===== src/rtl/alu_arbiter.sv =====
// Round-robin arbiter/sequencer sharing one registered ALU among NREQ requesters,
// with ONZ clears deferred so they never land on an in-flight operation.
module alu_arbiter #(
   parameter int unsigned N    = 8,
   parameter int unsigned NREQ = 2
) (
   input  logic                clk,
   input  logic                arstn,
   input  logic [NREQ-1:0]     req_valid,
   output logic [NREQ-1:0]     req_ready,
   input  logic [3*NREQ-1:0]   req_op,
   input  logic [N*NREQ-1:0]   req_a,
   input  logic [N*NREQ-1:0]   req_b,
   output logic [NREQ-1:0]     rsp_valid,
   input  logic [NREQ-1:0]     rsp_ready,
   output logic [N-1:0]        rsp_result,
   output logic [2:0]          rsp_onz,
   input  logic                flag_clr,
   output logic [2:0]          alu_op,
   output logic [N-1:0]        alu_a,
   output logic [N-1:0]        alu_b,
   output logic                alu_en,
   output logic                alu_rst,
   input  logic [N-1:0]        alu_result,
   input  logic [2:0]          alu_onz,
   output logic                busy
);

   localparam int unsigned IW = (NREQ > 1) ? $clog2(NREQ) : 1;

   typedef enum logic [1:0] {IDLE, EXEC, RESP} state_t;

   state_t         state;
   logic [IW-1:0]  last;
   logic [IW-1:0]  owner;
   logic           clr_pend;
   logic           grant_vld;
   logic [IW-1:0]  grant_idx;

   // Round-robin search starting just after the last granted requester
   always_comb begin
      int unsigned cand;
      grant_vld = 1'b0;
      grant_idx = '0;
      cand      = 0;
      for (int unsigned k = 1; k <= NREQ; k++) begin
         cand = (32'(last) + k) % NREQ;
         if (!grant_vld && req_valid[cand]) begin
            grant_vld = 1'b1;
            grant_idx = IW'(cand);
         end
      end
   end

   always_comb begin
      req_ready = '0;
      if (state == IDLE && grant_vld) req_ready[grant_idx] = 1'b1;
   end

   // ALU result is already registered; expose it only while a response is offered
   assign rsp_result = (state == RESP) ? alu_result : '0;
   assign rsp_onz    = (state == RESP) ? alu_onz    : 3'b000;
   assign alu_rst    = (state == IDLE) && (flag_clr || clr_pend);

   always_ff @(posedge clk or negedge arstn) begin
      if (!arstn) begin
         state     <= IDLE;
         last      <= IW'(NREQ - 1);
         owner     <= '0;
         clr_pend  <= 1'b0;
         alu_op    <= 3'b000;
         alu_a     <= '0;
         alu_b     <= '0;
         alu_en    <= 1'b0;
         busy      <= 1'b0;
         rsp_valid <= '0;
      end else begin
         case (state)
            IDLE: begin
               clr_pend <= 1'b0;
               if (grant_vld) begin
                  alu_op <= req_op[32'(grant_idx)*3 +: 3];
                  alu_a  <= req_a[32'(grant_idx)*N +: N];
                  alu_b  <= req_b[32'(grant_idx)*N +: N];
                  owner  <= grant_idx;
                  last   <= grant_idx;
                  alu_en <= 1'b1;
                  busy   <= 1'b1;
                  state  <= EXEC;
               end
            end
            EXEC: begin
               if (flag_clr) clr_pend <= 1'b1;
               alu_en    <= 1'b0;
               rsp_valid <= NREQ'(1) << owner;
               state     <= RESP;
            end
            RESP: begin
               if (flag_clr) clr_pend <= 1'b1;
               // Operands stay held so the ALU result is stable while stalled
               if (rsp_ready[owner]) begin
                  rsp_valid <= '0;
                  busy      <= 1'b0;
                  state     <= IDLE;
               end
            end
            default: state <= IDLE;
         endcase
      end
   end

endmodule

===== config.mk =====
export PLATFORM = sky130hd
export DESIGN_NAME = alu_arbiter
export DESIGN_NICKNAME = d
export VERILOG_FILES = /design/src/rtl/alu_arbiter.sv
export SDC_FILE = /design/constraint.sdc
export NUM_CORES = 1
export LEC_CHECK = 0
export BUFFER_PORTS_ARGS = -buffer_cell sky130_fd_sc_hd__buf_2
export CAP_MARGIN = 0
export CORE_MARGIN = 4
export CORE_UTILIZATION = 41
export CTS_CLUSTER_SIZE = 28
export DETAILED_ROUTE_END_ITERATION = 8
export PLACE_DENSITY_LB_ADDON = 0.25
export SETUP_SLACK_MARGIN = 0.4
export SLEW_MARGIN = 20
export SYNTH_ARGS = -nofsm -noshare
export SYNTH_HDL_FRONTEND = slang
export SYNTH_SLANG_ARGS = --single-unit

===== constraint.sdc =====
create_clock -name clk -period 2.1 [get_ports clk]
set_clock_uncertainty 0.1 [all_clocks]
set_input_delay 0.21 -clock clk [delete_from_list [all_inputs] [get_ports clk]]
set_output_delay 0.21 -clock clk [all_outputs]
set_load 0.02 [all_outputs]

==> reports/metrics.yaml <==
clock_tree:
  clock_path_buffers: 2
  htreeDepth: 1
  numClockSinks: 28
  numCtsBuffers: 3
  cts_tree: "yes"
  path_clk_slew_ps: 150
  clkLatencyLatePin_ps: 330
  cts-root-buf: "clkbuf_4"
setup_path:
  cp.buffers_inverters: 3
  crit_type: "reg2out"
  max_stage_delay_ps: 440
  slowest_stage: "dfrtp_1"
  critPathArrivalTime_ps: 1520
  end_kind: "output pin"
  path_cells: "inv_2 -> ha_4 -> nand2_2 -> a21oi_4 -> buf_6 -> buf_6"
  crit_family: "flip-flops"
  required_ps: 1790
  crit_top_cell: "buf_6"
  start_kind: "flip-flop"
  critPathMaxFanout: 4
run_status:
  status: "finished clean"
floorplanning:
  initial_utilization: 0.4421
  num_rows: 20
  die_area_um2: 4396
  die_w_um: 66.31
  io_pins: 93
  die_y_um: 66.31
  core_um2: 3153
grt:
  grt_use_total: 0.2167
  antenna_found_initial: 0
  grt_pass1_vias: 1567
  grt_max_degree: 29
  grt_pass1_wl_um: 7320
  grt_remaining_overflow: 0
cells_and_area:
  drive_above_1_share: 0.5472
  multi_input_area_um2: 688.2
  final_area_um2: 2451
  nets: 315
  fin_cells: 299
  regArea_um2: 701.9
  area_delta_synth_final_pct: 75.85
  n_fill_cell: 202
synthesis:
  synthArstFlopShare: 1.000
  synth_area_leader_cell: "dfrtp_1"
  synth_edf_count: 0
  synth_most_common_cell: "dfrtp_1"
  avgSynthCellArea_um2: 11.24
  ys_types: 26
  yosysWarnings: 0
  ys.flop_type: "dfrtp_1"
  yosysSeqAreaShare: 0.5036
  synth_top_cell_area_share: 0.4847
  ys_top_cells_by_area: "dfrtp_1 (48%), a221o_1 (14%), and2_0 (7.2%)"
  syn_nets: 184
  syn_area_um2: 1394
  synthCells: 124
  ys_ff_latch: 28
  yosys-top-cells-count: "dfrtp_1 (27), a221o_1 (19), and2_0 (16)"
timing:
  tns_ps: 0
  setup_viol: 0
  final_hold_viol_count: 0
  worst_slack_ps: 272.5
  period_share: 0.8702
  timing.final.max_slew_violations: 0
  fin_crit_ps: 1828
  fmax_ghz: 0.5472
  tightest_slew_ps: 746.0
  maxSlewHeadroom: 0.5026
  grt_setup_unrepaired: "true"
run:
  cap_violations: 0
place:
  port-buffer-count: 92
  place_congestion: 0.7889
  place_area_um2: 1897
  dp_hpwl_um: 3064
  dp_slack_ps: 265.9
  dp.cells: 257
route:
  drt-wirelength-per-cell_um: 16.73
  via_count: 1526
  via_per_inst: 5.104
  postRouteAntennaNets: 0
  firstDrtPassIters: 4
  drcViolationCount: 0
  finalWirelength_um: 5002
  drtIter0Drc: 81
pwr:
  power_mw: 3.300
  ir_drop_mv: 0.6315
  p_leak_nw: 1.243
  power_density_nw_per_um2: 1346
hold_path:
  hold_class: "in2reg"
cell type report:
cell class | instances | share of cell area
Inverter | 6 | 0.009188
Antenna cell | 1 | 0.001021
Sequential cell | 28 | 0.2864
Multi-Input combinational cell | 82 | 0.2808
Clock buffer | 4 | 0.01480
Timing Repair Buffer | 134 | 0.3854
Tap cell | 44 | 0.02246
logic make-up after synthesis:
family,Yosys count,synth area share
simple gates,37,0.1616
mux,4,0.03231
fa+ha+maj,4,0.03591
buf+inv,14,0.05206
flops,28,0.5036
compound gates,37,0.2145
through the flow:
step	util	hold slack, ps
floorplan	-	-185.6
global placement	0.6016	154.7
detailed placement	0.6016	164.3
CTS	0.7210	0.6678
global route	0.7766	-0.1918
finish	0.7774	11.13
metal layers:
| layer | track usage | routed length, um | vias to the layer above |
|---|---|---|---|
| li1 | - | - | 705 |
| met1 | 0.2492 | 1851 | 752 |
| met2 | 0.4052 | 2798 | 59 |
| met3 | 0.02721 | 235 | 10 |
| met4 | 0.07614 | 116 | 0 |
| met5 | 0 | 0 | - |
cell usage in the layout, fill, tap and decap left out, types with 3 or more instances in the layout:
cell            n
a21oi_1         4
and2_0         16
clkbuf_4        3
and2_4         11
buf_2          78
a221o_1        19
dlygate4sd3_1  25
inv_1           4
buf_4          12
buf_6          19
and2_2          3
o21ai_0         7
dfrtp_1        27
report_power, final:
part,internal (mW),switching [mW]
Sequential,0.810,0.168
Clock,0.106,0.161
Combinational,0.990,1.07
flip-flops by register name (all words and copies together), names as in the netlist:
name / cells
alu_a: 8
alu_b: 8
alu_en: 1
alu_op: 3
busy: 1
clr_pend: 1
last: 1
owner: 1
rsp_valid: 2
state: 2
what timing repair did:
item	CTS	global route
pin swaps	1	5
endpoints found under the setup margin	34	20
endpoints found under the hold margin	38	1
gates cloned	0	0
hold buffers	23	2
setup buffers	7	5
gates resized for setup	16	40
worst reg2reg max path, cell delays in order, from the launching register on:
cell	delay [ps]
dfrtp_1	440
inv_2	130
ha_4	180
buf_4	120
nor3b_1	390
a21oi_1	120
mux2i_1	150
final timing paths:
kind                         startpoint            to  slack (ps)  cells after the start
setup reg to reg               state[0]      state[1]         370                      6
hold / removal                req_a[12]      alu_a[4]          10                      2
max in group asynchronous         arstn     alu_op[0]        1180                      2
hold reg to reg            rsp_valid[1]  rsp_valid[1]         440                      1
setup / recovery               state[0]  req_ready[0]         270                      6
min in group asynchronous         arstn      alu_b[5]         310                      2
No activity file was read; power rests on OpenSTA's default activity.
